===== src/rtl/uart_pkt_xcvr_pkg.sv =====
// rtl/uart_pkt_xcvr_pkg.sv - shared types, constants and width helper for the packet UART
// Purpose: receiver/transmitter state enums, character length and the counter
// width function used by uart_pkt_xcvr and uart_tx_ser. No ports.
package uart_pkt_pkg;

  localparam int BITS_PER_CHAR = 10;

  typedef enum logic [1:0] {RX_IDLE, RX_START, RX_DATA, RX_STOP} rx_state_t;
  typedef enum logic [1:0] {TX_IDLE, TX_START, TX_DATA, TX_STOP} tx_state_t;

  // Bits needed to hold values 0..max_val (never less than 1).
  function automatic int cnt_w(input int max_val);
    return (max_val < 1) ? 1 : $clog2(max_val + 1);
  endfunction

endpackage


===== src/rtl/uart_pkt_xcvr_if.sv =====
// rtl/uart_pkt_xcvr_if.sv - frame/response handshake bundle between host logic and the packet UART
// Purpose: groups the frame-ready and response-send handshakes.
// Signals:
//   frm_data[8*RX_BYTES] / frm_rdy / rx_err / rx_ovr : receive side, driven by the UART
//   clr_frm_rdy                                      : host acknowledge of frm_rdy
//   rsp_data[8*TX_BYTES] / snd_rsp                   : response request, driven by the host
//   tx_busy / tx_done                                : transmit status, driven by the UART
// Modports: master = host side, slave = UART side.
interface uart_pkt_xcvr_if #(
  parameter int RX_BYTES = 3,
  parameter int TX_BYTES = 2
);
  logic [8*RX_BYTES-1:0] frm_data;
  logic                  frm_rdy;
  logic                  clr_frm_rdy;
  logic                  rx_err;
  logic                  rx_ovr;
  logic [8*TX_BYTES-1:0] rsp_data;
  logic                  snd_rsp;
  logic                  tx_busy;
  logic                  tx_done;

  modport master (
    input  frm_data, frm_rdy, rx_err, rx_ovr, tx_busy, tx_done,
    output clr_frm_rdy, rsp_data, snd_rsp
  );

  modport slave (
    output frm_data, frm_rdy, rx_err, rx_ovr, tx_busy, tx_done,
    input  clr_frm_rdy, rsp_data, snd_rsp
  );
endinterface


===== src/rtl/uart_pkt_xcvr_tx_ser.sv =====
// rtl/uart_pkt_xcvr_tx_ser.sv - multi-byte response serialiser (start, 8 data LSB first, stop)
// Purpose: latches a TX_BYTES-byte word on i_load while idle and shifts it out
// MSB byte first, back-to-back characters, each bit CLK_DIV cycles.
// Ports:
//   clk, rst_n : clock, asynchronous active-low reset
//   i_load     : send request, honoured only while idle
//   i_data     : response word, sampled in the accept cycle only
//   o_tx       : serial line, idle high
//   o_busy     : high from the cycle after accept until the last stop bit ends
//   o_done     : one-cycle pulse in the cycle after the last stop bit
module uart_tx_ser
  import uart_pkt_pkg::*;
#(
  parameter int CLK_DIV  = 868,
  parameter int TX_BYTES = 2
) (
  input  logic                  clk,
  input  logic                  rst_n,
  input  logic                  i_load,
  input  logic [8*TX_BYTES-1:0] i_data,
  output logic                  o_tx,
  output logic                  o_busy,
  output logic                  o_done
);
  localparam int W      = 8 * TX_BYTES;
  localparam int BAUD_W = cnt_w(CLK_DIV - 1);
  localparam int LEFT_W = cnt_w(TX_BYTES);
  localparam logic [BAUD_W-1:0] BAUD_LAST = BAUD_W'(CLK_DIV - 1);
  localparam logic [LEFT_W-1:0] LEFT_ALL  = LEFT_W'(TX_BYTES);
  localparam logic [LEFT_W-1:0] LEFT_ONE  = LEFT_W'(1);

  tx_state_t         r_state;
  logic [BAUD_W-1:0] r_baud;
  logic [2:0]        r_bit;
  logic [7:0]        r_byte;   // remaining data bits of the character on the line
  logic [W-1:0]      r_shift;  // characters not yet started, next one in the MSBs
  logic [LEFT_W-1:0] r_left;
  logic              r_tx;
  logic              r_busy;
  logic              r_done;

  always_ff @(posedge clk or negedge rst_n) begin
    if (!rst_n) begin
      r_state <= TX_IDLE;
      r_baud  <= '0;
      r_bit   <= '0;
      r_byte  <= '0;
      r_shift <= '0;
      r_left  <= '0;
      r_tx    <= 1'b1;
      r_busy  <= 1'b0;
      r_done  <= 1'b0;
    end else begin
      r_done <= 1'b0;
      case (r_state)
        TX_IDLE: begin
          if (i_load) begin
            r_shift <= i_data;
            r_left  <= LEFT_ALL;
            r_baud  <= '0;
            r_tx    <= 1'b0;
            r_busy  <= 1'b1;
            r_state <= TX_START;
          end
        end
        TX_START: begin
          if (r_baud == BAUD_LAST) begin
            r_baud  <= '0;
            r_bit   <= '0;
            r_tx    <= r_shift[W-8];
            r_byte  <= {1'b0, r_shift[W-1 -: 7]};
            r_shift <= r_shift << 8;
            r_state <= TX_DATA;
          end else begin
            r_baud <= r_baud + 1'b1;
          end
        end
        TX_DATA: begin
          if (r_baud == BAUD_LAST) begin
            r_baud <= '0;
            if (r_bit == 3'd7) begin
              r_tx    <= 1'b1;
              r_state <= TX_STOP;
            end else begin
              r_tx   <= r_byte[0];
              r_byte <= r_byte >> 1;
              r_bit  <= r_bit + 3'd1;
            end
          end else begin
            r_baud <= r_baud + 1'b1;
          end
        end
        TX_STOP: begin
          if (r_baud == BAUD_LAST) begin
            r_baud <= '0;
            if (r_left == LEFT_ONE) begin
              r_busy  <= 1'b0;
              r_done  <= 1'b1;
              r_state <= TX_IDLE;
            end else begin
              r_left  <= r_left - 1'b1;
              r_tx    <= 1'b0;
              r_state <= TX_START;
            end
          end else begin
            r_baud <= r_baud + 1'b1;
          end
        end
        default: r_state <= TX_IDLE;
      endcase
    end
  end

  assign o_tx   = r_tx;
  assign o_busy = r_busy;
  assign o_done = r_done;
endmodule


===== src/rtl/uart_pkt_xcvr.sv =====
// rtl/uart_pkt_xcvr.sv - full-duplex packet UART: framed receiver with handshake plus response transmitter
// Purpose: assembles RX_BYTES-byte frames from i_rx (first byte in the MSBs),
// reports framing errors, inter-byte timeouts and overruns, and sends
// TX_BYTES-byte responses through uart_tx_ser.
// Ports:
//   clk, rst_n : clock, asynchronous active-low reset
//   i_rx       : serial input, idle high, asynchronous to clk
//   o_tx       : serial output, idle high
//   bus        : uart_pkt_xcvr_if.slave frame/response handshake
module uart_pkt_xcvr
  import uart_pkt_pkg::*;
#(
  parameter int CLK_DIV  = 868,
  parameter int RX_BYTES = 3,
  parameter int TX_BYTES = 2,
  parameter int TO_BITS  = 20
) (
  input  logic            clk,
  input  logic            rst_n,
  input  logic            i_rx,
  output logic            o_tx,
  uart_pkt_xcvr_if.slave  bus
);
  localparam int FRM_W  = 8 * RX_BYTES;
  localparam int BAUD_W = cnt_w(CLK_DIV - 1);
  localparam int CNT_W  = cnt_w(RX_BYTES);
  localparam int TO_W   = cnt_w(TO_BITS * CLK_DIV);
  localparam logic [BAUD_W-1:0] BAUD_LAST = BAUD_W'(CLK_DIV - 1);
  localparam logic [BAUD_W-1:0] HALF_LAST = BAUD_W'(CLK_DIV / 2 - 1);
  localparam logic [CNT_W-1:0]  CNT_LAST  = CNT_W'(RX_BYTES - 1);
  localparam logic [TO_W-1:0]   TO_LAST   = TO_W'(TO_BITS * CLK_DIV - 1);

  logic              r_rx_s1;
  logic              r_rx_s2;
  rx_state_t         r_rx_state;
  logic [BAUD_W-1:0] r_baud;
  logic [2:0]        r_bit;
  logic [7:0]        r_rx_byte;
  logic [CNT_W-1:0]  r_rx_cnt;
  logic [TO_W-1:0]   r_to_cnt;
  logic [FRM_W-1:0]  r_asm;
  logic [FRM_W-1:0]  r_frm_data;
  logic              r_frm_rdy;
  logic              r_rx_err;
  logic              r_rx_ovr;
  logic [FRM_W-1:0]  w_asm_next;
  logic              w_tx_busy;
  logic              w_tx_done;

  assign w_asm_next = (r_asm << 8) | FRM_W'(r_rx_byte);

  // Two-flop synchroniser, preset to the idle level so reset never looks like a start bit.
  always_ff @(posedge clk or negedge rst_n) begin
    if (!rst_n) begin
      r_rx_s1 <= 1'b1;
      r_rx_s2 <= 1'b1;
    end else begin
      r_rx_s1 <= i_rx;
      r_rx_s2 <= r_rx_s1;
    end
  end

  always_ff @(posedge clk or negedge rst_n) begin
    if (!rst_n) begin
      r_rx_state <= RX_IDLE;
      r_baud     <= '0;
      r_bit      <= '0;
      r_rx_byte  <= '0;
      r_rx_cnt   <= '0;
      r_to_cnt   <= '0;
      r_asm      <= '0;
      r_frm_data <= '0;
      r_frm_rdy  <= 1'b0;
      r_rx_err   <= 1'b0;
      r_rx_ovr   <= 1'b0;
    end else begin
      r_rx_err <= 1'b0;
      r_rx_ovr <= 1'b0;
      if (bus.clr_frm_rdy) r_frm_rdy <= 1'b0;
      case (r_rx_state)
        RX_IDLE: begin
          r_baud <= '0;
          if (!r_rx_s2) begin
            r_to_cnt   <= '0;
            r_rx_state <= RX_START;
          end else if (r_rx_cnt != '0) begin
            // Partial frame on an idle line: drop it once the gap is too long.
            if (r_to_cnt == TO_LAST) begin
              r_to_cnt <= '0;
              r_rx_cnt <= '0;
              r_rx_err <= 1'b1;
            end else begin
              r_to_cnt <= r_to_cnt + 1'b1;
            end
          end else begin
            r_to_cnt <= '0;
          end
        end
        RX_START: begin
          if (r_baud == HALF_LAST) begin
            r_baud     <= '0;
            r_bit      <= '0;
            r_rx_state <= r_rx_s2 ? RX_IDLE : RX_DATA;
          end else begin
            r_baud <= r_baud + 1'b1;
          end
        end
        RX_DATA: begin
          if (r_baud == BAUD_LAST) begin
            r_baud    <= '0;
            r_rx_byte <= {r_rx_s2, r_rx_byte[7:1]};
            r_bit     <= r_bit + 3'd1;
            if (r_bit == 3'd7) r_rx_state <= RX_STOP;
          end else begin
            r_baud <= r_baud + 1'b1;
          end
        end
        RX_STOP: begin
          if (r_baud == BAUD_LAST) begin
            r_baud     <= '0;
            r_rx_state <= RX_IDLE;
            if (!r_rx_s2) begin
              r_rx_cnt <= '0;
              r_rx_err <= 1'b1;
            end else if (r_rx_cnt == CNT_LAST) begin
              r_rx_cnt   <= '0;
              r_asm      <= w_asm_next;
              r_frm_data <= w_asm_next;
              // Completion overrides a same-cycle clear; that clear also means no overrun.
              r_frm_rdy  <= 1'b1;
              r_rx_ovr   <= r_frm_rdy & ~bus.clr_frm_rdy;
            end else begin
              r_rx_cnt <= r_rx_cnt + 1'b1;
              r_asm    <= w_asm_next;
            end
          end else begin
            r_baud <= r_baud + 1'b1;
          end
        end
        default: r_rx_state <= RX_IDLE;
      endcase
    end
  end

  uart_tx_ser #(
    .CLK_DIV  (CLK_DIV),
    .TX_BYTES (TX_BYTES)
  ) u_tx_ser (
    .clk    (clk),
    .rst_n  (rst_n),
    .i_load (bus.snd_rsp),
    .i_data (bus.rsp_data),
    .o_tx   (o_tx),
    .o_busy (w_tx_busy),
    .o_done (w_tx_done)
  );

  assign bus.frm_data = r_frm_data;
  assign bus.frm_rdy  = r_frm_rdy;
  assign bus.rx_err   = r_rx_err;
  assign bus.rx_ovr   = r_rx_ovr;
  assign bus.tx_busy  = w_tx_busy;
  assign bus.tx_done  = w_tx_done;
endmodule

===== src/flat_wrapper.sv =====
// flat-port wrapper written by rule: the top's interface ports become plain ports
module uart_pkt_xcvr_flat import uart_pkt_pkg::*;
#(
  parameter int CLK_DIV  = 868,
  parameter int RX_BYTES = 3,
  parameter int TX_BYTES = 2,
  parameter int TO_BITS  = 20
)
  (clk, rst_n, i_rx, o_tx, bus_frm_data, bus_frm_rdy, bus_rx_err, bus_rx_ovr, bus_tx_busy, bus_tx_done, bus_clr_frm_rdy, bus_rsp_data, bus_snd_rsp);
  uart_pkt_xcvr_if #(.RX_BYTES(RX_BYTES), .TX_BYTES(TX_BYTES)) bus_i ();
  input  logic clk;
  input  logic rst_n;
  input  logic i_rx;
  output logic o_tx;
  output wire logic [$bits(bus_i.frm_data)-1:0] bus_frm_data;
  output wire logic [$bits(bus_i.frm_rdy)-1:0] bus_frm_rdy;
  output wire logic [$bits(bus_i.rx_err)-1:0] bus_rx_err;
  output wire logic [$bits(bus_i.rx_ovr)-1:0] bus_rx_ovr;
  output wire logic [$bits(bus_i.tx_busy)-1:0] bus_tx_busy;
  output wire logic [$bits(bus_i.tx_done)-1:0] bus_tx_done;
  input wire logic [$bits(bus_i.clr_frm_rdy)-1:0] bus_clr_frm_rdy;
  input wire logic [$bits(bus_i.rsp_data)-1:0] bus_rsp_data;
  input wire logic [$bits(bus_i.snd_rsp)-1:0] bus_snd_rsp;
  assign bus_frm_data = bus_i.frm_data;
  assign bus_frm_rdy = bus_i.frm_rdy;
  assign bus_rx_err = bus_i.rx_err;
  assign bus_rx_ovr = bus_i.rx_ovr;
  assign bus_tx_busy = bus_i.tx_busy;
  assign bus_tx_done = bus_i.tx_done;
  assign bus_i.clr_frm_rdy = bus_clr_frm_rdy;
  assign bus_i.rsp_data = bus_rsp_data;
  assign bus_i.snd_rsp = bus_snd_rsp;
  uart_pkt_xcvr #(.CLK_DIV(CLK_DIV), .RX_BYTES(RX_BYTES), .TX_BYTES(TX_BYTES), .TO_BITS(TO_BITS)) u_core (.clk(clk), .rst_n(rst_n), .i_rx(i_rx), .o_tx(o_tx), .bus(bus_i));
endmodule

===== config.mk =====
export PLATFORM = sky130hd
export DESIGN_NAME = uart_pkt_xcvr_flat
export DESIGN_NICKNAME = d
export VERILOG_FILES = /design/src/rtl/uart_pkt_xcvr_pkg.sv /design/src/rtl/uart_pkt_xcvr_if.sv /design/src/rtl/uart_pkt_xcvr_tx_ser.sv /design/src/rtl/uart_pkt_xcvr.sv /design/src/flat_wrapper.sv
export SDC_FILE = /design/constraint.sdc
export NUM_CORES = 1
export LEC_CHECK = 0
export ABC_CLOCK_PERIOD_IN_PS = 3000
export CORE_MARGIN = 2
export CORE_UTILIZATION = 25
export CTS_CLUSTER_DIAMETER = 40
export DETAILED_ROUTE_END_ITERATION = 10
export PLACE_DENSITY = 0.39
export SKIP_LAST_GASP = 1
export SLEW_MARGIN = 25
export SYNTH_ARGS = -nofsm -noshare
export SYNTH_HDL_FRONTEND = slang
export SYNTH_SLANG_ARGS = --single-unit

===== constraint.sdc =====
create_clock -name clk -period 3 [get_ports clk]
set_input_delay 0.6 -clock clk [delete_from_list [all_inputs] [get_ports clk]]
set_output_delay 0.6 -clock clk [all_outputs]
set_load 0.02 [all_outputs]

==> metrics.md, run 1 <==
| Metric | Value |
|---|---|
| Status | finished clean |
| CTS max path bufs | 2 |
| Clock sinks | 128 |
| Slowest cell on crit path | o41ai_4 |
| WL/cell | 14.4 um |
| Clk root buf | clkbuf_16 |
| Share of flip-flops with an asynchronous set or reset | 1.00 |
| Highest metal layer with signal wires | met4 |
| Worst hold path class | in2async |
| H-tree depth | 4 |
| Kind of critical path | reg2reg |
| Core ar. | 24200 um^2 |
| Synth unique cells | 69 |
| Minimum clock period | 2.53 ns |
| LEAKAGE | 3.43 nW |
| Site Rows | 57 |
| Sequential element share of the synthesized area | 0.524 |
| DIE HEIGHT | 160 um |
| Ant. Diodes | 0 |
| Setup TNS | 0 ns |
| Syn Nets | 553 |
| Yosys reg bits | 128 |
| Post-Synthesis Cells | 515 |
| Power density over the cells | 524 nW/um^2 |
| Total GRT Usage | 0.110 |
| Tot Pwr | 3.99 mW |
| Iter 0 DRT Violations | 197 |
| Fmax | 395 MHz |
| Dpl cells | 877 |
| Post-Layout Cell Count | 909 |
| Commonest non-fill, non-tap cell in the layout | dfrtp_1 |
| Ys Warns | 0 |
| CP Capture Type | flop |
| Drt pass-1 iters | 4 |
| RSZ-0062 raised after global routing | no |
| Final Setup Violations | 0 |
| CP max FO | 19 |
| Clock skew | 0.00918 ns |
| Pin count of the biggest net entering global routing | 67 |
| Cts hold-fix bufs | 0 |
| Worst-margin pin slew | 0.978 ns |
| Post-synth EDFFs | 0 |
| Fin crit share | 0.844 |
| Global-route wire length before repair | 22700 um |
| R2R setup slack | 0.47 ns |
| Vias in the first global route | 4304 |
| Dpl hpwl | 8850 um |
| Family with the most delay on the worst path | compound AO/OA/AOI/OAI gates |
| Worst slew margin | 0.346 |
| Area growth syn-to-layout | 24.4% |
| Crit path launch type | flop |
| Peak supply drop | 0.000259 V |
| Die ar. | 25700 um^2 |
| Most frequent cells in the layout | 125 x dfrtp_1, 83 x mux2_2, 49 x clkdlybuf4s50_1 |
| Gates resized, CTS repair | 0 |
| Met1 wire length | 6550 um |
| Most used DFF post-synth | dfrtp_1 |
| Antenna viol nets, final | 0 |
| Chip width | 160 um |
| Net count, final | 610 |
| Clk slew on worst S/H paths | 0.06 ns |
| GRT overflow | 0 |
| Worst stage delay on the critical path | 0.91 ns |
| Max cap viols | 0 |
| Mapped Area | 6120 um^2 |
| Drt via density | 4.57 |
| Vias | 4152 |
| Fillcell total | 2419 |
| Initial antenna violation count | 0 |
| Postcts setup bufs | 0 |
| DR WL met2 | 5850 um |
| Drt total wl | 13100 um |
| Ports | 51 |
| Endpoints failing hold | 0 |
| CTS Buf Count | 17 |
| Routability Congestion | 0.720 |
| Syn_area_per_cell | 11.9 um^2 |
| CP cell instances | or4b_4 -> o41ai_4 -> o21ai_0 -> a22o_1 |
| TritonCTS clock tree | yes |
| Clock Latency Late Sink | 0.42 ns |
| PortBufs | 50 |
| WP buf/inv | 0 |
| DRC viols | 0 |
| Final slew viol count | 0 |
| Critical Path AT | 2.84 ns |
| Layout cells sized above 1 | 0.238 |
| Worst Path Required | 3.30 ns |
| Initial Utilization | 0.253 |
| Routed wl met3 | 460 um |
flip-flops by register name (all words and copies together), names as in the netlist, 2 cells and up, named ones only:
signal,flops
u_core.u_tx_ser.r_bit,3
u_core.u_tx_ser.r_byte,7
u_core.r_baud,10
u_core.u_tx_ser.r_left,2
u_core.r_to_cnt,15
u_core.r_rx_byte,8
u_core.u_tx_ser.r_baud,10
u_core.u_tx_ser.r_state,2
u_core.r_asm,16
u_core.u_tx_ser.r_shift,16
u_core.r_bit,3
u_core.r_rx_cnt,2
u_core.bus.frm_data,24
layer usage:
| metal | track usage | vias up |
|---|---|---|
| li1 | - | 2006 |
| met4 | 0.0487 | 0 |
| met1 | 0.150 | 2066 |
| met3 | 0.0251 | 13 |
| met2 | 0.167 | 67 |
| met5 | 0 | - |
cell type report:
type                       instances  area, um^2  share of cell area
clock buffer                      19         453              0.0595
multi-input combinational        339        2710               0.355
inverter                          28         105              0.0138
timing repair buffer              58         574              0.0754
sequential                       128        3210               0.421
tap                              324         405              0.0532
clock inverter                    13         164              0.0215
final timing paths:
path                                startpoint                          to  cells past startpoint
min in group clk                u_core.r_rx_s1              u_core.r_rx_s2                      0
min reg2reg                     u_core.r_rx_s1              u_core.r_rx_s2                      0
min                                      rst_n  u_core.u_tx_ser.r_shift[4]                      1
max in group asynchronous                rst_n        u_core.u_tx_ser.o_tx                      2
max                        u_core.r_to_cnt[11]          u_core.r_to_cnt[8]                      4
max reg2reg                u_core.r_to_cnt[11]          u_core.r_to_cnt[8]                      4
synthesized netlist by cell type (6+ instances only):
master | n | area [um^2]
nand4b_1 | 9 | 78.8
clkbuf_1 | 8 | 30.0
o21ai_0 | 28 | 140
nor4_1 | 6 | 37.5
dfrtp_1 | 125 | 3130
inv_1 | 27 | 101
a22o_1 | 8 | 70.1
nand2_1 | 29 | 109
a21o_1 | 8 | 60.1
nand3_1 | 11 | 55.1
a21oi_1 | 11 | 55.1
ha_1 | 17 | 213
mux2_2 | 83 | 935
nor2_1 | 22 | 82.6
nor3_1 | 10 | 50.1
and3_1 | 7 | 43.8
metrics by stage:
stage | util | hold WS [ns] | setup slack (ns) | instance area (um^2)
finish | 0.315 | 0.168 | 0.467 | 7610
global route | 0.315 | 0.219 | 0.277 | 7610
CTS | 0.315 | 0.192 | 0.431 | 7610
detailed placement | 0.289 | 0.347 | 0.437 | 7000
global placement | 0.289 | 0.347 | 0.458 | 7000
floorplan | - | 0.304 | 0.866 | 6120
kinds of logic (layout without fill, tap and decap cells):
kind of cell | after synthesis | in the layout | synth area share
AO/OA/AOI/OAI | 97 | 97 | 0.114
buffers and inverters | 48 | 118 | 0.0337
multiplexers | 85 | 85 | 0.156
AND/OR/NAND/NOR | 133 | 133 | 0.128
flip-flops | 128 | 128 | 0.524
adder cells (fa/ha/maj) | 17 | 17 | 0.0348
XOR/XNOR | 7 | 7 | 0.0100
where the power goes:
| part | internal, mW | leakage, nW | switching (mW) | total [mW] |
|---|---|---|---|---|
| sequential | 1.74 | 1.70 | 0.00749 | 1.75 |
| clock | 1.31 | 0.306 | 0.851 | 2.16 |
| combinational | 0.0411 | 1.42 | 0.0471 | 0.0882 |
| total | 3.09 | 3.43 | 0.906 | 3.99 |
worst register-to-register path, cell delays in order, from the launching register on:
cell and delay [ns]:
dfrtp_1 0.43, or4b_4 0.59, o41ai_4 0.91, o21ai_0 0.23, a22o_1 0.26
Note: power is estimated with default switching activity, not from simulation.
==> run 2, diff against run 1 <==
- ABC_CLOCK_PERIOD_IN_PS: 3000 -> 2400
- clock period: 3 -> 2.4 ns (I/O delays scaled with it)
==> run 2 against run 1 <==
  * The flow now finishes with violations (negative hold slack)
  * Global-route usage fell by 0.052 points
  * Total power up 19%
  * Utilization up 0.12 points
  * Critical path depth up 2
  * Register-to-register slack got worse by 0.19 ns
  * Sequential share of layout area fell by 0.16 points
  * Largest cell class unchanged
==> metrics.md, run 2 (same netlist as run 1, synthesis figures left out) <==
| Metric | Value |
|---|---|
| WP buf/inv | 1 |
| Clock Latency Late Sink | 0.42 ns |
| CTS Buf Count | 17 |
| CP Capture Type | flop |
| Final slew viol count | 0 |
| Site Rows | 57 |
| Global-route wire length before repair | 22700 um |
| Fin crit share | 0.885 |
| Drt pass-1 iters | 4 |
| CTS max path bufs | 2 |
| Worst hold slack | -0.00823 ns |
| Status | finished, violations left |
| Drt via density | 4.57 |
| Ports | 51 |
| Comb pwr share | 0.024 |
| Clock share of power | 0.515 |
| Clock skew | 0.0110 ns |
| Dpl hpwl | 8960 um |
| Cell-internal power | 3.61 mW |
| Worst Path Required | 2.70 ns |
| Worst slew margin | 0.550 |
| Crit path launch type | flop |
| Drt total wl | 13300 um |
| Dpl cells | 887 |
| Most frequent cells in the layout | 125 x dfrtp_1, 83 x mux2_2, 49 x clkdlybuf4s50_1 |
| Clk root buf | clkbuf_16 |
| Endpoints failing hold | 4 |
| Vias | 4198 |
| Failing checks | negative hold slack |
| Net count, final | 620 |
| Postcts setup bufs | 0 |
| Kind of critical path | reg2reg |
| Setup TNS | 0 ns |
| Power density over the cells | 620 nW/um^2 |
| Worst-margin pin slew | 0.668 ns |
| Max cap viols | 0 |
| RSZ-0062 raised after global routing | no |
| Worst hold path class | in2async |
| CP max FO | 6 |
| Peak supply drop | 0.000456 V |
| Final core occ | 0.316 |
| Clk slew on worst S/H paths | 0.06 ns |
| H-tree depth | 4 |
| Ant. Diodes | 0 |
| Family with the most delay on the worst path | compound AO/OA/AOI/OAI gates |
| Die ar. | 25700 um^2 |
| Minimum clock period | 2.12 ns |
| Pin count of the biggest net entering global routing | 48 |
| Critical Path AT | 2.42 ns |
| Layout cells sized above 1 | 0.250 |
| Sequential share of power | 0.461 |
| Final Instance Area | 7640 um^2 |
| Total GRT Usage | 0.109 |
| Routability Congestion | 0.715 |
| Vias in the first global route | 4377 |
| GRT overflow | 0 |
| Slowest cell on crit path | a2111o_1 |
| Switch share | 0.239 |
| Gates resized, CTS repair | 0 |
| DIE HEIGHT | 160 um |
| Chip width | 160 um |
| Commonest non-fill, non-tap cell in the layout | dfrtp_1 |
| Fmax | 471 MHz |
| Clock sinks | 128 |
| P_sw | 1.13 mW |
| Post-Layout Cell Count | 919 |
| PortBufs | 50 |
| CP cell instances | ha_1 -> nor4bb_1 -> buf_4 -> a31oi_1 -> a2111o_1 -> o41ai_1 |
| Cts hold-fix bufs | 0 |
| Area growth syn-to-layout | 24.9% |
| LEAKAGE | 3.44 nW |
| Final Setup Violations | 0 |
| DRC viols | 0 |
| Core ar. | 24200 um^2 |
| Iter 0 DRT Violations | 177 |
| Initial antenna violation count | 0 |
| Initial Utilization | 0.253 |
| WL/cell | 14.4 um |
| TritonCTS clock tree | yes |
| Max FFs per register | 24 |
| Placed cell areas | 7090 um^2 |
| Worst stage delay on the critical path | 0.42 ns |
| Antenna viol nets, final | 0 |
[run 2: changes by cell type in the layout (fill, tap and decap cells not counted)]
| cell | change |
|---|---|
| buf_4 | +9 |
| clkinvlp_4 | +3 |
| inv_8 | -3 |
| bufinv_16 | -2 |
| inv_6 | +2 |
| buf_12 | +1 |
| clkbuf_8 | -1 |
| clkinv_4 | +1 |
[run 2: final cells by class]
type / count / area, um^2
multi-input combinational: 339 / 2710
clock inverter: 14 / 119
timing repair buffer: 68 / 662
fill: 2441 / 16500
clock buffer: 18 / 439
tap: 324 / 405
sequential: 128 / 3210
inverter: 28 / 105
[run 2: worst register-to-register path, cell delays in order (launching register included)]
cell and delay [ns]:
dfrtp_1 0.40, ha_1 0.22, nor4bb_1 0.36, buf_4 0.21, a31oi_1 0.16, a2111o_1 0.42, o41ai_1 0.26
[run 2: through the flow]
step | total power [mW] | setup slack (ns)
floorplan | 2.25 | 0.266
global placement | 2.34 | 0.298
detailed placement | 2.34 | 0.235
CTS | 4.83 | 0.234
global route | 4.96 | 0.0380
finish | 4.74 | 0.275
[run 2: final timing paths]
kind	depth (start not counted)	startpoint	slack [ns]	end
setup reg to reg	6	u_core.r_baud[0]	0.28	flop
hold reg to reg	0	u_core.r_rx_s1	0.36	u_core.r_rx_s2
max in group asynchronous	2	rst_n	1.73	u_core.r_rx_s2
hold / removal	1	rst_n	-0.008	u_core.u_tx_ser.r_shift[5]
min in group clk	0	u_core.r_rx_s1	0.36	u_core.r_rx_s2
setup / recovery	6	u_core.r_baud[0]	0.28	flop
[run 2: power by group through the flow]
stage | Sequential (mW) | Clock [mW] | Combinational, mW
2_1_floorplan | 2.22 | 0 | 0.0249
3_3_place_gp | 2.22 | 0 | 0.118
3_5_place_dp | 2.22 | 0 | 0.119
4_1_cts | 2.18 | 2.53 | 0.121
5_1_grt | 2.18 | 2.64 | 0.131
6_report | 2.18 | 2.44 | 0.114
[run 2: per-layer routing]
metal	track usage	wire [um]	share of wire
met1	0.149	6630	0.50
met2	0.168	5950	0.45
met3	0.0313	514	0.039
met4	0.0364	172	0.013
met5	0	0	0
==> run 3, diff against run 2 <==
- ABC_CLOCK_PERIOD_IN_PS: 2400 -> 2200
- CELL_PAD_IN_SITES_DETAIL_PLACEMENT: not set -> 0
- CELL_PAD_IN_SITES_GLOBAL_PLACEMENT: not set -> 1
- HOLD_SLACK_MARGIN: not set -> 0.08
- PLACE_DENSITY: 0.39 -> 0.46
- clock period: 2.4 -> 2.2 ns (I/O delays scaled with it)
==> run 3 against run 2 <==
  * The run now ends clean
  * Maximum frequency rose by 1.6%
  * Cell area is 2.4% higher
  * Critical path type unchanged
  * First-iteration DRC count shrank 1.7%
  * Clock power up 14%
  * Sequential cell count stayed put
  * Utilization increased by 0.77 points
  * Sequential share of layout area shrank 1.0 points
==> metrics.md, run 3 (same netlist as run 1, synthesis figures left out) <==
| Metric | Value |
|---|---|
| DRC viols | 0 |
| CTS max path bufs | 2 |
| Status | finished clean |
| TritonCTS clock tree | yes |
| P_sw | 1.34 mW |
| CP Capture Type | flop |
| Clk root buf | clkbuf_16 |
| Clock sinks | 128 |
| Clock skew | 0.0101 ns |
| Final Instance Area | 7830 um^2 |
| RSZ-0062 raised after global routing | yes |
| Endpoints failing hold | 0 |
| Drt total wl | 13600 um |
| Minimum clock period | 2.09 ns |
| Crit path launch type | flop |
| Final core occ | 0.324 |
| Iter 0 DRT Violations | 174 |
| Vias in the first global route | 4456 |
| H-tree depth | 4 |
| Switch share | 0.254 |
| Total GRT Usage | 0.113 |
| Clock Latency Late Sink | 0.42 ns |
| Routability Congestion | 0.712 |
| Most frequent cells in the layout | 125 x dfrtp_1, 83 x mux2_2, 49 x clkdlybuf4s50_1 |
| Clk slew on worst S/H paths | 0.06 ns |
| Comb pwr share | 0.024 |
| Power density over the cells | 677 nW/um^2 |
| Pin count of the biggest net entering global routing | 50 |
| Max FFs per register | 24 |
| Net count, final | 638 |
| Ant. Diodes | 0 |
| Dpl cells | 904 |
| Chip width | 160 um |
| WL/cell | 14.6 um |
| CP max FO | 6 |
| Worst hold path class | reg2reg |
| Worst Path Required | 2.50 ns |
| Worst hold slack | 0.358 ns |
| Final slew viol count | 0 |
| Peak supply drop | 0.000307 V |
| Die ar. | 25700 um^2 |
| Drt via density | 4.54 |
| Layout cells sized above 1 | 0.274 |
| Global-route wire length before repair | 23400 um |
| Post-Layout Cell Count | 937 |
| Fin crit share | 0.951 |
| Dpl hpwl | 9410 um |
| LEAKAGE | 3.56 nW |
| Max cap viols | 0 |
| Final Setup Violations | 0 |
| Initial antenna violation count | 0 |
| Drt pass-1 iters | 4 |
| Site Rows | 57 |
| Fillcell total | 2415 |
| Antenna viol nets, final | 0 |
| Area growth syn-to-layout | 27.9% |
| CTS Buf Count | 17 |
| Worst slew margin | 0.673 |
| Clock share of power | 0.527 |
| DIE HEIGHT | 160 um |
| Placed cell areas | 7230 um^2 |
| Sequential share of power | 0.449 |
| Initial Utilization | 0.253 |
| PortBufs | 50 |
| Critical Path AT | 2.39 ns |
| GRT overflow | 0 |
| Ports | 51 |
| Worst-margin pin slew | 0.490 ns |
| Cell-internal power | 3.96 mW |
| Core ar. | 24200 um^2 |
| Vias | 4257 |
| Fmax | 478 MHz |
| Commonest non-fill, non-tap cell in the layout | dfrtp_1 |
| Kind of critical path | reg2reg |
run 3: changes by cell type in the layout (fill, tap and decap cells not counted), moves of 2 or more:
cell	delta
inv_6	-6
buf_4	+15
clkinvlp_4	-2
inv_8	+8
run 3: final cells by class:
| cell class | count | area, um^2 | area share |
|---|---|---|---|
| Clock buffer | 17 | 425 | 0.0543 |
| Tap cell | 324 | 405 | 0.0518 |
| Clock inverter | 15 | 158 | 0.0201 |
| Multi-Input combinational cell | 339 | 2710 | 0.347 |
| Inverter | 28 | 105 | 0.0134 |
| Timing Repair Buffer | 86 | 816 | 0.104 |
| Sequential cell | 128 | 3210 | 0.410 |
run 3: per-layer routing:
metal | GRT usage | routed length, um | part of all wire
met5 | 0 | 0 | 0
met4 | 0.0401 | 143 | 0.010
met3 | 0.0284 | 410 | 0.030
met2 | 0.184 | 6530 | 0.48
met1 | 0.147 | 6550 | 0.48
run 3: worst max-delay path, stage by stage (launching register included):
cell and delay (ns):
dfrtp_1 0.38, ha_1 0.21, nor4bb_2 0.36, buf_4 0.20, a31oi_1 0.15, a2111o_1 0.40, o41ai_1 0.28
run 3: path summary, 6_finish.rpt:
kind,startpoint,to,slack (ns),cells after the start
max in group asynchronous,rst_n,u_core.r_rx_s1,0.99,3
worst max-delay path,u_core.r_baud[1],flop,0.11,6
worst max register to register,u_core.r_baud[1],flop,0.11,6
min in group asynchronous,rst_n,u_core.u_tx_ser.r_shift[5],0.52,2
worst min-delay path,u_core.r_rx_s1,u_core.r_rx_s2,0.36,0
worst min register to register,u_core.r_rx_s1,u_core.r_rx_s2,0.36,0
run 3: repair_timing:
item	in CTS	in global routing
resized for setup	0	3
hold endpoints to repair	44	0
hold buffers	1	0
endpoints found under the setup margin	0	47
setup buffers	0	0
run 3: stage by stage:
step                      TNS, ns  power [mW]  setup slack, ns
after floorplan                 0        2.45           0.0657
after global placement          0        2.55            0.107
after detailed placement        0        2.56           0.0495
after CTS                       0        5.40           0.0217
after global routing      -0.0233        5.53          -0.0233
final                           0        5.30            0.108
run 3: power by group through the flow:
stage                     clock, mW  sequential (mW)  combinational, mW
after floorplan                   0             2.42             0.0271
after global placement            0             2.43              0.129
after detailed placement          0             2.43              0.131
after CTS                      2.89             2.38              0.134
after global routing           3.00             2.38              0.146
final                          2.79             2.38              0.127
==> patch 1 (config.mk and constraints of run 3) <==
The 4 states of `rx_state_t` get a one-hot encoding in 4 bits.
--- a/src/rtl/uart_pkt_xcvr_pkg.sv
+++ b/src/rtl/uart_pkt_xcvr_pkg.sv
@@ -7,3 +7,3 @@
 
-  typedef enum logic [1:0] {RX_IDLE, RX_START, RX_DATA, RX_STOP} rx_state_t;
+  typedef enum logic [3:0] {RX_IDLE = 4'b0001, RX_START = 4'b0010, RX_DATA = 4'b0100, RX_STOP = 4'b1000} rx_state_t;
   typedef enum logic [1:0] {TX_IDLE, TX_START, TX_DATA, TX_STOP} tx_state_t;
Check against the original RTL: no difference found for any inputs over 10 cycles, from zero or initial values and one cycle with rst_n low; not proved beyond that.
==> patch 1 against run 3 <==
The run now ends with negative setup slack left; design area is 3.6% higher; sequential share of layout area is 0.79 points lower; worst hold slack better by 0.0052 ns; sequential cell count is 2 higher; maximum frequency is 5.7% lower; clock skew hardly changed; synthesized area is 1.3% higher; worst setup slack worse by 0.13 ns; count of clock-buffer cells in the layout stayed put; wire length is 2.1% higher.
Power is not compared: it rests on default switching activity, and its combinational part moved more than twofold at a synthesized area within 25%.
==> patch 1: results (changes against run 3) <==
- Num CTS Buffers: 17 (unchanged)
- Setup TNS Final: -0.0175 ns (was 0 ns)
- Slowest stage delay, CP: 0.46 ns (was 0.40 ns)
- Dpl hpwl: 9.24 mm (was 9.41 mm)
- Largest register FFs: 24 (unchanged)
- Crit-path max FO: 6 (unchanged)
- Status: finished, violations left (was finished clean)
- Diodes inserted: 0 (unchanged)
- Layout cells sized above 1: 26.9% (was 27.4%)
- Slowest CP cell: or4b_4 (was a2111o_1)
- First-pass detailed-route iteration total: 5 (was 4)
- Failing checks: negative setup slack
- CP arrival: 2.51 ns (was 2.39 ns)
- Peak VDD IR: between 0.4 and 0.5 mV
- Number of fill cells: 2420 (was 2415)
- Number of port buffers: 50 (unchanged)
- GRT Total Usage: 11.2% (was 11.3%)
- Top Family by Delay on Critical Path: simple AND/OR/NAND/NOR gates (was compound AO/OA/AOI/OAI gates)
- CTS Buffer Depth: 2 (unchanged)
- Wire per inst: 14.4 microns (was 14.6 microns)
- Rel. slew slack: 69.2% (was 67.3%)
- Root buf cell: clkbuf_16 (unchanged)
- Initial antenna violation count: 0 (unchanged)
- Vias in the first global route: 4576 (was 4456)
- Final Skew: 0.00970 ns (was 0.0101 ns)
- Initial DRC count: 151 (was 174)
- Setup Viol. Count Final: 1 (was 0)
- Clock Latency Late Sink: 0.42 ns (about the same)
- First-pass GRT wire length: 23.6 mm (was 23.4 mm)
- LEAKAGE: between 3 and 4 nW
- Syn nets: 571 (was 553)
- Synth cell types: 58 (was 69)
- Yosys warnings: 0 (unchanged)
- H-tree depth: 4 (unchanged)
- Hold Crit Class: flop to flop (unchanged)
- Commonest cells post-synth: dfrtp_1, nand2_1, mux2_2 (was dfrtp_1, mux2_2, nand2_1)
- Ys async rst share: 100% (unchanged)
- Routability cong.: 0.731 (was 0.712)
- Slack of the critical path: -0.0175 ns (was 0.108 ns)
- Clock-pin slew on the worst setup and hold paths: 0.06 ns (about the same)
- Synth area leaders: dfrtp_1, mux2_2, nand2_1, mux2_4, o21ai_0 (was dfrtp_1, mux2_2, ha_1, o21ai_0, nand2_1)
- Vias/cell: 4.53 (was 4.54)
- Nets@finish: 663 (was 638)
- Pin count of the biggest net entering global routing: 53 (was 50)
- Seq/Total Area, Yosys: 52.5% (was 52.4%)
patch 1: cell type report:
| class | instances | area, sq um | share of cell area (%) |
|---|---|---|---|
| Inverter | 9 | 33.8 | 0.416 |
| Multi-Input combinational cell | 372 | 2850 | 35.1 |
| Sequential cell | 130 | 3260 | 40.2 |
| Clock inverter | 15 | 181 | 2.24 |
| Tap cell | 324 | 405 | 5.00 |
| Timing Repair Buffer | 99 | 961 | 11.8 |
| Clock buffer | 17 | 425 | 5.24 |
patch 1: stage by stage:
step | setup WS, ns | cells | area (sq um) | total power, mW
final | -0.0175 | 966 | 8110 | 7.94
after CTS | 0.0102 | 963 | 8000 | 8.01
after detailed placement | -0.0764 | 930 | 7370 | 5.00
after global routing | -0.106 | 966 | 8110 | 8.46
after global placement | -0.0216 | 930 | 7370 | 4.96
after floorplan | -0.0596 | 537 | 6220 | 4.30
patch 1: logic make-up after synthesis:
| family | Yosys count | synth area share (%) |
|---|---|---|
| and+or+nand+nor | 169 | 15.3 |
| muxes | 71 | 13.7 |
| xor gates and xnor gates | 4 | 0.565 |
| buffers and inverters | 35 | 2.93 |
| AOI/OAI and AO/OA | 115 | 12.4 |
| DFF | 130 | 52.5 |
| adders and majority gates | 13 | 2.62 |
patch 1: power breakdown:
part / leakage, nW / switching [mW] / internal (mW)
clock network: 0.300 / 1.22 / 1.73
registers: 1.76 / 0.199 / 2.66
logic: 1.65 / 1.17 / 0.971
patch 1: repair_timing:
action,CTS,global route
hold buffers,1,0
endpoints found under the hold margin,29,0
endpoints found under the setup margin,20,47
gates resized for setup,2,10
setup buffers,0,1
pin swaps,0,7
gates cloned,0,2
patch 1: worst paths after layout:
path,start,endpoint,slack (ns),depth (start not counted)
max,u_core.u_tx_ser.r_baud[1],u_core.u_tx_ser.r_state[1],-0.02,6
min,u_core.r_rx_s1,u_core.r_rx_s2,0.36,0
max reg2reg,u_core.u_tx_ser.r_baud[1],u_core.u_tx_ser.r_state[1],-0.02,6
min reg2reg,u_core.r_rx_s1,u_core.r_rx_s2,0.36,0
max in group asynchronous,rst_n,u_core.r_rx_state[0],1.09,3
min in group asynchronous,rst_n,u_core.u_tx_ser.r_bit[2],0.46,2
patch 1: routing by layer:
layer | routed length (microns) | global-route usage [%]
met1 | 6740 | 14.9
met5 | 0 | 0
met4 | 141 | 3.69
met2 | 6670 | 17.7
met3 | 363 | 3.13
==> patch 2 (flow settings as in run 3) <==
Without the edit above. `RX_BYTES` is set to 3 in 3 places; all go to 6.
--- a/src/rtl/uart_pkt_xcvr_if.sv
+++ b/src/rtl/uart_pkt_xcvr_if.sv
@@ -9,3 +9,3 @@
 interface uart_pkt_xcvr_if #(
-  parameter int RX_BYTES = 3,
+  parameter int RX_BYTES = 6,
   parameter int TX_BYTES = 2
--- a/src/rtl/uart_pkt_xcvr.sv
+++ b/src/rtl/uart_pkt_xcvr.sv
@@ -13,3 +13,3 @@
   parameter int CLK_DIV  = 868,
-  parameter int RX_BYTES = 3,
+  parameter int RX_BYTES = 6,
   parameter int TX_BYTES = 2,
--- a/src/flat_wrapper.sv
+++ b/src/flat_wrapper.sv
@@ -4,3 +4,3 @@
   parameter int CLK_DIV  = 868,
-  parameter int RX_BYTES = 3,
+  parameter int RX_BYTES = 6,
   parameter int TX_BYTES = 2,
Interface: changed (resized bus_frm_data); port bits go from 51 to 75. No check against the original RTL was run, so the function may have changed too.
==> patch 2 against run 3 <==
Cell count up 22%; design area up 26%; wire length up 29%; worst setup slack worse by 0.0024 ns; sequential cell count up 49; count of clock-buffer cells in the layout up 1; total power up 21%; combinational power up 10%; global-route usage up 0.15 points; synthesized area up 26%.
==> patch 2: results (changes against run 3) <==
- Met3 wire length: 557 microns (was 410 microns)
- Hold Crit Start: u_core.r_rx_s1 (unchanged)
- Initial DRC count: 220 (was 174)
- Synth Area in XOR/XNOR: 1.13% (was 1.00%)
- Cells after DPL: 1113 (was 904)
- Final Skew: 0.0121 ns (was 0.0101 ns)
- Seq/Total Area, Yosys: 57.4% (was 52.4%)
- Complex-gate fraction of the synthesized area: 8.34% (was 11.4%)
- Largest family of logic cells by synthesized area: multiplexers (unchanged)
- Synthesized instance count: 625 (was 515)
- RR Startpoint: u_core.r_baud[3] (was u_core.r_baud[1])
- Met1 usage: 15.2% (was 14.7%)
- Met2 GRT Util: 18.1% (was 18.4%)
- Worst Reg-to-Reg Cells: 5 (was 6)
- Routability cong.: 0.774 (was 0.712)
- Clock Latency Late Sink: 0.44 ns (was 0.42 ns)
- Met2 routed wirelength: 8.23 mm (was 6.53 mm)
- Status: finished clean (unchanged)
- Hold Crit Class: flop to flop (unchanged)
- Peak VDD IR: 0.519 mV (was 0.307 mV)
- LEAKAGE: 4.51 nW (was 3.56 nW)
- Largest register FFs: 48 (was 24)
- R2r endpoint: u_core.r_asm[25]
- M1 WL: 8.47 mm (was 6.55 mm)
- Clock-pin slew on the worst setup and hold paths: 0.08 ns (was 0.06 ns)
- Synth area leaders: dfrtp_1, mux2_2, nand2_1, ha_1, o21ai_0 (was dfrtp_1, mux2_2, ha_1, o21ai_0, nand2_1)
- Dpl hpwl: 12.1 mm (was 9.41 mm)
- Commonest cells post-synth: dfrtp_1, mux2_2, nand2_1 (unchanged)
- Crit-path max FO: 24 (was 6)
- Synth cell types: 59 (was 69)
- Final WL: 17.5 mm (was 13.6 mm)
- Syn nets: 663 (was 553)
- Synth Area in Adders: 2.75% (was 3.48%)
- Worst slew pin tran: 0.608 ns (was 0.490 ns)
- Number of fill cells: 3039 (was 2415)
- Met3 Track Usage GR: 3.10% (was 2.84%)
- Nets@finish: 776 (was 638)
- GRT Total Usage: 11.5% (was 11.3%)
- Pin count of the biggest net entering global routing: 63 (was 50)
- CP arrival: 2.42 ns (was 2.39 ns)
- Hold slack: 0.359 ns (was 0.358 ns)
- Detailed-route via count: 5217 (was 4257)
- Vias/cell: 4.55 (was 4.54)
- Number of port buffers: 74 (was 50)
- Mux cell area share after synthesis: 16.9% (was 15.6%)
- Layout cells sized above 1: 24.5% (was 27.4%)
[patch 2: cell count changes after synthesis, sizes merged, moves of 9 or more]
cell,change
mux2,+18
nor2,+9
a31oi,+10
inv,-13
nand2,+39
dfrtp,+49
mux2i,+15
[patch 2: report_power, final]
group	internal, mW	total (mW)	switching (mW)
Combinational	0.0538	0.140	0.0859
Clock	1.51	2.98	1.47
Sequential	3.27	3.28	0.0101
Total	4.84	6.40	1.56
[patch 2: cell families after synthesis]
group	Yosys count
buf+inv	37
compound gates	96
mux	118
xor+xnor	10
fa+ha+maj	17
simple gates	170
flops	177
[patch 2: worst max-delay path, cell delays in order, from the launching register on]
cell and delay, ns:
dfrtp_1 0.38, or3b_1 0.44, nor4_4 0.29, and3_2 0.29, buf_12 0.21, mux2_2 0.35
[patch 2: metrics by stage]
| step | setup WS (ns) | total power, mW | util (%) | instance area (sq um) |
|---|---|---|---|---|
| floorplan | 0.00186 | 3.36 | - | 7730 |
| global placement | 0.101 | 3.49 | 30.3 | 9240 |
| detailed placement | 0.0201 | 3.49 | 30.3 | 9240 |
| CTS | 0.0320 | 6.51 | 32.1 | 9810 |
| global route | -0.000113 | 6.69 | 32.3 | 9850 |
| finish | 0.106 | 6.40 | 32.3 | 9850 |
[patch 2: layout make-up]
class | count | area (sq um) | share of cell area [%]
sequential | 177 | 4430 | 45.0
multi-input combinational | 411 | 3150 | 32.0
timing repair buffer | 117 | 1150 | 11.7
tap | 396 | 495 | 5.03
clock buffer | 18 | 429 | 4.36
clock inverter | 14 | 133 | 1.35
inverter | 14 | 52.6 | 0.533
[patch 2: what timing repair did]
item	in CTS	in global routing
setup endpoints to repair	0	25
buffers inserted	0	1
hold buffers	1	0
resized for setup	0	4
endpoints found under the hold margin	33	0
